File: src/rtl/clk_div_pkg.sv
// Shared defaults and helpers for the multi-channel clock divider.
package clk_div_pkg;

    localparam int unsigned CDM_CHANNELS    = 4;
    localparam int unsigned CDM_WIDTH       = 16;
    localparam int unsigned CDM_DEFAULT_DIV = 999;

    // Channel-select width: clog2 of the channel count, never below one bit.
    function automatic int unsigned sel_width(input int unsigned n);
        return (n <= 2) ? 1 : $clog2(n);
    endfunction

endpackage

File: src/rtl/clk_div_channel.sv
// One divider channel: counter, active/shadow divisor pair, square-wave and tick outputs.
module clk_div_channel
    import clk_div_pkg::*;
#(
    parameter int unsigned WIDTH       = CDM_WIDTH,
    parameter int unsigned DEFAULT_DIV = CDM_DEFAULT_DIV
) (
    input  logic             clk,
    input  logic             rst,
    input  logic             en,
    input  logic             clr,
    input  logic             wr,
    input  logic [WIDTH-1:0] wdata,
    output logic             clkout,
    output logic             tick
);

    logic [WIDTH-1:0] count_q, count_d;
    logic [WIDTH-1:0] active_q, active_d;
    logic [WIDTH-1:0] shadow_q, shadow_d;
    logic             pending_q, pending_d;
    logic             clkout_q, clkout_d;
    logic             tick_q, tick_d;

    always_comb begin
        count_d   = count_q;
        active_d  = active_q;
        shadow_d  = shadow_q;
        pending_d = pending_q;
        clkout_d  = clkout_q;
        tick_d    = 1'b0;

        if (clr) begin
            count_d  = '0;
            clkout_d = 1'b0;
            if (pending_q) begin
                active_d  = shadow_q;
                pending_d = 1'b0;
            end
        end else if (en) begin
            if (count_q >= active_q) begin
                count_d   = '0;
                clkout_d  = ~clkout_q;
                tick_d    = 1'b1;
                active_d  = shadow_q;
                pending_d = 1'b0;
            end else begin
                count_d = count_q + WIDTH'(1);
            end
        end else if (pending_q) begin
            active_d  = shadow_q;
            pending_d = 1'b0;
        end

        // A write lands after the wrap/apply above, so it always survives as pending.
        if (wr) begin
            shadow_d  = wdata;
            pending_d = 1'b1;
        end
    end

    always_ff @(posedge clk) begin
        if (rst) begin
            count_q   <= '0;
            active_q  <= WIDTH'(DEFAULT_DIV);
            shadow_q  <= WIDTH'(DEFAULT_DIV);
            pending_q <= 1'b0;
            clkout_q  <= 1'b0;
            tick_q    <= 1'b0;
        end else begin
            count_q   <= count_d;
            active_q  <= active_d;
            shadow_q  <= shadow_d;
            pending_q <= pending_d;
            clkout_q  <= clkout_d;
            tick_q    <= tick_d;
        end
    end

    assign clkout = clkout_q;
    assign tick   = tick_q;

endmodule

File: src/rtl/clk_div_multi.sv
// Multi-channel programmable clock divider: decodes divisor writes and fans out
// enable and sync_clr to one clk_div_channel per output.
module clk_div_multi
    import clk_div_pkg::*;
#(
    parameter int unsigned CHANNELS    = CDM_CHANNELS,
    parameter int unsigned WIDTH       = CDM_WIDTH,
    parameter int unsigned DEFAULT_DIV = CDM_DEFAULT_DIV,
    parameter int unsigned SEL_W       = sel_width(CHANNELS)
) (
    input  logic                clk,
    input  logic                rst,
    input  logic [CHANNELS-1:0] enable,
    input  logic                sync_clr,
    input  logic                div_wr,
    input  logic [SEL_W-1:0]    div_sel,
    input  logic [WIDTH-1:0]    div_data,
    output logic [CHANNELS-1:0] clkout,
    output logic [CHANNELS-1:0] tick
);

    for (genvar g = 0; g < CHANNELS; g++) begin : g_ch
        logic wr_ch;

        // Selects at or above CHANNELS match no channel and are dropped here.
        assign wr_ch = div_wr && (div_sel == SEL_W'(g));

        clk_div_channel #(
            .WIDTH       (WIDTH),
            .DEFAULT_DIV (DEFAULT_DIV)
        ) u_ch (
            .clk    (clk),
            .rst    (rst),
            .en     (enable[g]),
            .clr    (sync_clr),
            .wr     (wr_ch),
            .wdata  (div_data),
            .clkout (clkout[g]),
            .tick   (tick[g])
        );
    end

endmodule

File: config.mk
export PLATFORM = sky130hd
export DESIGN_NAME = clk_div_multi
export DESIGN_NICKNAME = d
export VERILOG_FILES = /design/src/rtl/clk_div_pkg.sv /design/src/rtl/clk_div_channel.sv /design/src/rtl/clk_div_multi.sv
export SDC_FILE = /design/constraint.sdc
export NUM_CORES = 1
export LEC_CHECK = 0
export CAP_MARGIN = 20
export CORE_MARGIN = 10
export CORE_UTILIZATION = 61
export DETAILED_ROUTE_END_ITERATION = 6
export GPL_ROUTABILITY_DRIVEN = 0
export PLACE_DENSITY = 0.79
export SYNTH_ARGS = -nofsm -noshare
export SYNTH_HDL_FRONTEND = slang
export SYNTH_HIERARCHICAL = 1
export SYNTH_SLANG_ARGS = --single-unit
File: constraint.sdc
create_clock -name clk -period 2.7 [get_ports clk]
set_input_delay 0.54 -clock clk [delete_from_list [all_inputs] [get_ports clk]]
set_output_delay 0.54 -clock clk [all_outputs]
set_load 0.05 [all_outputs]
==> summary.md, run 1 <==
| Metric | Value |
|---|---|
| Worst path cell trace | `inv_1, ha_1, nand2b_1, a2111o_1, a32oi_2, a21oi_2, buf_4, nor3_1` |
| Synth Cell Area | `9960 sq um` |
| Crit end category | `flip-flop` |
| FF-to-FF End | `g_ch[3].u_ch/count_q[10]` |
| Slew HR | `about three fifths` |
| Drt drc | `0` |
| Row Count | `46` |
| Outcome | `finished clean` |
| Worst hold-check path type | `reg2reg` |
| Layout fillers | `1,249` |
| Startpoint types | `flip-flop` |
| Die H | `148 um` |
| Area growth from synthesis to layout | `13.3%` |
| Vias in the first global route | `7,124` |
| Inserted Diodes | `0` |
| Drt first-iter violations | `between 300 and 400` |
| Sequential cell area fraction in the yosys report | `41.0%` |
| Initial antenna violation count | `0` |
| Fmax | `~420 MHz` |
| Worst slew pin tran | `0.603 ns` |
| Synth Area per Inst | `9.26 sq um` |
| Unrepaired setup endpoints after global routing | `false` |
| CP Max Fanout | `9` |
| Final hold slack | `0.472 ns` |
| CP startpoint | `g_ch[3].u_ch/count_q[0]` |
| Sequential standard cell area | `4080 sq um` |
| Power per cell area | `587 nW/um^2` |
| Min-delay src | `g_ch[1].u_ch/shadow_q[4]` |
| Clock buffer depth | `3` |
| Slowest-stage cell, CP | `a2111o_1` |
| I/O pin cnt | `34` |
| R2r worst-path depth | `8` |
| Dpl hpwl | `13,800 um` |
| Clock root buffer master | `clkbuf_16` |
| Total track usage | `18.2%` |
| Max-slew violations | `0` |
| Setup violations, final | `0` |
| Setup TNS | `0 ns` |
| Static leakage | `4.59 nW` |
| Vias per Instance | `5.52` |
| CP Data Arrival Time | `2.80 ns` |
| CTS tree | `done` |
| H-tree levels | `1` |
| Largest area contributor in the netlist | `dfxtp_1` |
| TritonCTS buffer count | `22` |
| Design Area, Final | `11,300 sq um` |
| Worst-path clk slew | `roughly 0.060 ns` |
| CTS sink cnt | `between 200 and 250` |
| Synth cell types | `34` |
| DIE AREA | `21,800 sq um` |
| Synth Register Bits | `204` |
| CP Class | `reg2reg` |
| Layout cells sized above 1 | `6.89%` |
| Area of the multi-input gates | `5400 sq um` |
| Syn_nets | `1,170` |
| Synth async-reset ratio | `0%` |
| Period Utilization, post-route | `88.5%` |
| Setup bufs post-CTS | `0` |
| Pre-antenna DRT Iters | `5` |
| Antenna viol nets, final | `0` |
| Final Hold Fails | `0` |
| Core Area | `15,900 sq um` |
| I/O Buffers | `33` |
| Post-synth EDFFs | `0` |
| Hold depth | `2` |
| Final setup skew | `0.00834 ns` |
| Synth area leaders | `dfxtp_1 (41%), mux2i_1 (9.6%), ha_1 (8.5%)` |
| Crit path required time | `3.11 ns` |
| Slowest stage delay, CP | `0.42 ns` |
| DRT Wirelength | `20,300 um` |
| Die X | `148 um` |
| Vias | `7,354` |
| Syn. warnings | `6` |
| Reg2Reg Setup Slack | `a little over 0.3 ns` |
| Post-CTS Hold Buffers | `0` |
| Hold endpoint | `g_ch[1].u_ch/active_q[4]` |
| Initial Utilization | `a little over three fifths` |
| Largest net degree at the start of global routing | `107` |
| Main synth FF type | `dfxtp_1` |
| Final nets | `around 1,200` |
| First-pass GRT wire length | `33,800 um` |
| Start of the worst register-to-register path | `g_ch[3].u_ch/count_q[0]` |
| Remaining Overflow, GRT | `0` |
| Max_cap viols | `0` |
| Clk_lat worst skew | `0.49 ns` |
| Tmin final | `2.39 ns` |
| Post-cts gate resize count | `0` |
| Share of Yosys cell area claimed by the top area cell type | `41.0%` |
| Placed cell area | `~11,000 sq um` |
| Max VDD drop | `0.000551 V` |
| Cell count after synthesis | `roughly 1,100` |
| WL/cell | `15.3 um` |
==> cells in the final DEF (no fill, tap or decap), types with 5 or more instances in the layout <==
master             n
buf_4             11
nand2_1           36
nor2b_1           32
clkbuf_16         23
nor2_1           136
and3_1            12
dfxtp_1          204
a21oi_1           20
and4_1             8
nand3_1           28
clkdlybuf4s50_1   32
nor3_1            72
ha_1              68
o21ai_0            8
a211o_1           32
buf_12             5
inv_1             76
xor2_1            36
mux2i_1           96
nand4_1           32
nand2b_1          72
xnor2_1           24
==> sequential cells by signal (all words and copies together), names as in the netlist <==
| register | count |
|---|---|
| g_ch.u_ch/active_q | 64 |
| g_ch.u_ch/pending_q | 4 |
| g_ch.u_ch/count_q | 64 |
| g_ch.u_ch/tick | 4 |
| g_ch.u_ch/clkout | 4 |
| g_ch.u_ch/shadow_q | 64 |
==> worst max path at each step <==
| stage | endpoint | slack, ns | depth (start not counted) |
|---|---|---|---|
| 2_1_floorplan | g_ch[0].u_ch/active_q[5] | 0.52 | 8 |
| 3_3_place_gp | g_ch[1].u_ch/active_q[14] | 0.30 | 6 |
| 3_5_place_dp | g_ch[2].u_ch/active_q[0] | 0.24 | 6 |
| 4_1_cts | g_ch[1].u_ch/count_q[14] | 0.32 | 8 |
| 5_1_grt | g_ch[0].u_ch/clkout | 0.13 | 7 |
| 6_report | g_ch[3].u_ch/count_q[10] | 0.31 | 8 |
==> cell families after synthesis <==
| kind of cell | synth area share, % |
|---|---|
| compound gates | 7.23 |
| mux | 10.1 |
| xor+xnor | 5.28 |
| fa+ha+maj | 8.54 |
| buf+inv | 4.87 |
| simple gates | 23.0 |
| flops | 41.0 |
==> report_power, final <==
part	internal, mW	switching [mW]
clock network	1.91	1.19
registers	3.07	0.0330
logic	0.189	0.231
total	5.17	1.46
==> cells in the mapped netlist, types with 8 or more instances <==
| library cell | count |
|---|---|
| a211o_1 | 32 |
| a21oi_1 | 20 |
| and3_1 | 12 |
| and4_1 | 8 |
| clkbuf_1 | 32 |
| dfxtp_1 | 204 |
| ha_1 | 68 |
| inv_1 | 76 |
| mux2i_1 | 96 |
| nand2_1 | 36 |
| nand2b_1 | 72 |
| nand3_1 | 28 |
| nand4_1 | 32 |
| nor2_1 | 136 |
| nor2b_1 | 32 |
| nor3_1 | 72 |
| o21ai_0 | 8 |
| xnor2_1 | 24 |
| xor2_1 | 36 |
==> layout make-up <==
cell class                 count  share of cell area, %
clock inverter                 9                   1.11
inverter                      76                   2.53
multi-input combinational    752                   47.8
timing repair buffer          48                   4.45
clock buffer                  28                   5.53
sequential                   204                   36.2
tap                          216                   2.39
==> critical path: cells and delay by family, from the launching register on <==
family                     cells  cell delay, ns
and+or+nand+nor                2            0.35
adders and majority gates      1            0.28
DFF                            1            0.38
buffers and inverters          2            0.29
AOI/OAI and AO/OA              3            1.02
==> per-layer routing <==
layer  wire length, um  part of all wire [%]  global-route usage [%]  vias to the layer above
li1                  -                     -                       -                     3749
met1              9510                    47                    23.9                     3473
met2              9680                    48                    30.5                      104
met3               792                   3.9                    2.72                       28
met4               369                   1.8                    4.56                        0
met5                 0                     0                       0                        -
==> per-stage QoR <==
step | std cells | power, mW | util (%) | setup WS, ns
4_1_cts | 1333 | 6.69 | 70.8 | 0.318
5_1_grt | 1333 | 6.85 | 70.8 | 0.131
6_report | 1333 | 6.63 | 70.8 | 0.311
3_3_place_gp | 1296 | 3.58 | 66.1 | 0.305
3_5_place_dp | 1296 | 3.59 | 66.1 | 0.245
2_1_floorplan | 1076 | 3.45 | - | 0.519
Power figures use the tool's default switching activity.
==> run 2: changes to the inputs <==
Settings changed: ABC_CLOCK_PERIOD_IN_PS set to 2700.
==> results of run 2 <==
Same layout as run 1: the final DEF is identical, and so are final timing and power.
==> run 3: changes to the inputs <==
Settings changed: CORE_ASPECT_RATIO set to 1.75.
==> run 3 against run 2 <==
Effect of this change: maximum frequency is 0.35% lower; register-to-register slack hardly changed; clock-buffer cell count is 1 higher; final cell count is 2.2% lower; sequential share of layout area is 0.38 points higher; global-route usage is 0.31 points higher; total power is 4.3% lower; core utilization is 0.78 points lower; largest cell class unchanged.
==> summary.md, run 3 (same netlist as run 1, synthesis figures left out) <==
| Metric | Value |
|---|---|
| Outcome | `finished clean` |
| Top flop regs | `g_ch.u_ch/active_q x64, g_ch.u_ch/count_q x64, g_ch.u_ch/shadow_q x64` |
| H-tree levels | `1 (unchanged)` |
| Post-CTS Hold Buffers | `0 (unchanged)` |
| Final nets | `1,195 (-0.25%)` |
| DRT Wirelength | `20,100 um (-1.1%)` |
| Setup bufs post-CTS | `0 (unchanged)` |
| Vias in the first global route | `7,193 (+0.97%)` |
| Most frequent cells in the layout | `dfxtp_1 (204), nor2_1 (136), mux2i_1 (96)` |
| CP Data Arrival Time | `2.81 ns (about the same)` |
| Total track usage | `18.5% (+0.31 points)` |
| CP Max Fanout | `10 (+1)` |
| Drt drc | `0 (unchanged)` |
| Pwr Total | `6.35 mW (-4.3%)` |
| Crit end category | `flip-flop` |
| Row Count | `61 (+33%)` |
| Clock root buffer master | `clkbuf_16` |
| Drt first-iter violations | `343 (-9.3%)` |
| Inserted Diodes | `0 (unchanged)` |
| Dpl hpwl | `14,000 um (+1.1%)` |
| Unrepaired setup endpoints after global routing | `false` |
| First-pass GRT wire length | `34,100 um (+0.86%)` |
| Post-cts gate resize count | `0 (unchanged)` |
| Clk_lat worst skew | `0.50 ns (about the same)` |
| Setup violations, final | `0 (unchanged)` |
| Initial antenna violation count | `0 (unchanged)` |
| Area growth from synthesis to layout | `12.2%` |
| Pre-CTS setup slack | `0.246 ns (+0.00156 ns)` |
| Layout cells sized above 1 | `6.37% (-0.53 points)` |
| Initial Utilization | `62.5% (about the same)` |
| Worst hold-check path type | `in2reg` |
| Power per cell area | `568 nW/um^2 (-3.3%)` |
| Most common cell after layout, fill and taps aside | `dfxtp_1` |
| Tmin final | `2.40 ns (+0.00828 ns)` |
| Remaining Overflow, GRT | `0 (unchanged)` |
| I/O Buffers | `33 (unchanged)` |
| CTS tree | `done` |
| Final Hold Fails | `0 (unchanged)` |
| TritonCTS buffer count | `20 (-9.1%)` |
| DIE AREA | `22,000 sq um (+0.92%)` |
| Final hold slack | `0.433 ns (-0.0383 ns)` |
| Slew HR | `57.3% (-2.4 points)` |
| Crit path required time | `3.11 ns (about the same)` |
| CP Class | `reg2reg` |
| Worst-path clk slew | `0.07 ns (about the same)` |
| Static leakage | `4.56 nW (-0.81%)` |
| Worst slew pin tran | `0.638 ns (+0.0353 ns)` |
| Max-slew violations | `0 (unchanged)` |
| Final setup skew | `0.0119 ns (+0.00361 ns)` |
| Vias | `7,286 (-0.92%)` |
| Core Area | `16,000 sq um (about the same)` |
| Die X | `117 um (-21%)` |
| Setup TNS | `0 ns (unchanged)` |
| Largest net degree at the start of global routing | `89 (-17%)` |
| Die H | `189 um (+28%)` |
| Period Utilization, post-route | `88.8% (+0.31 points)` |
| Max VDD drop | `0.000540 V (-2.0%)` |
| Antenna viol nets, final | `0 (unchanged)` |
| Vias per Instance | `5.59 (+1.3%)` |
| Startpoint types | `flip-flop` |
| Max_cap viols | `0 (unchanged)` |
| Fmax | `417 MHz (-0.35%)` |
| Clock buffer depth | `3 (unchanged)` |
| Pre-antenna DRT Iters | `4 (-1)` |
| WL/cell | `15.4 um (+1.1%)` |
| Worst setup margin | `0.303 ns (-0.00828 ns)` |
| CTS sink cnt | `204 (unchanged)` |
| I/O pin cnt | `34 (unchanged)` |
==> run 3: changes by cell type in the layout (fill, tap and decap cells not counted) <==
cell | before | now
buf_4 | 11 | 9
clkinvlp_4 | 2 | 0
clkbuf_8 | 3 | 2
bufinv_16 | 3 | 2
clkbuf_16 | 23 | 21
clkinv_2 | 4 | 5
buf_12 | 5 | 6
clkbuf_1 | 2 | 6
==> run 3: path summary, 6_finish.rpt <==
| check | from | end | slack [ns] | cells past startpoint |
|---|---|---|---|---|
| min | rst | g_ch[3].u_ch/shadow_q[4] | 0.43 | 2 |
| max reg2reg | g_ch[1].u_ch/count_q[0] | g_ch[1].u_ch/count_q[10] | 0.30 | 8 |
| max | g_ch[1].u_ch/count_q[0] | g_ch[1].u_ch/count_q[10] | 0.30 | 8 |
| min reg2reg | g_ch[1].u_ch/shadow_q[3] | g_ch[1].u_ch/active_q[3] | 0.47 | 2 |
==> run 3: layout make-up <==
type,count,area [sq um]
Multi-Input combinational cell,752,5400
Fill cell,1246,4780
Sequential cell,204,4080
Clock buffer,29,576
Timing Repair Buffer,47,508
Inverter,76,285
Tap cell,189,236
Clock inverter,7,85.1
==> run 3: worst max-delay path, stage by stage, from the launching register on <==
cell and delay, ns:
dfxtp_1 0.39, inv_1 0.06, ha_1 0.28, nand2b_1 0.14, a2111o_1 0.42, a32oi_2 0.38, a21oi_2 0.22, buf_4 0.22
nor3_1 0.20
==> run 3: where the power goes <==
| part | leakage, nW | internal, mW | switching, mW |
|---|---|---|---|
| combinational | 2.58 | 0.191 | 0.229 |
| sequential | 1.65 | 3.07 | 0.0334 |
| clock | 0.328 | 1.67 | 1.15 |
| total | 4.56 | 4.94 | 1.41 |
==> run 3: per-stage QoR <==
step	std cells	util [%]	cell area, sq um
floorplan	1076	-	9960
global placement	1268	65.9	10500
detailed placement	1268	65.9	10500
CTS	1304	70.0	11200
global route	1304	70.0	11200
finish	1304	70.0	11200
==> run 3: routing by layer <==
layer / vias up / part of all wire, % / global-route usage (%)
li1: 3726 / - / -
met5: - / 0 / 0
met4: 0 / 2.4 / 6.21
met2: 95 / 52 / 33.1
met3: 28 / 2.9 / 2.53
met1: 3437 / 43 / 21.7
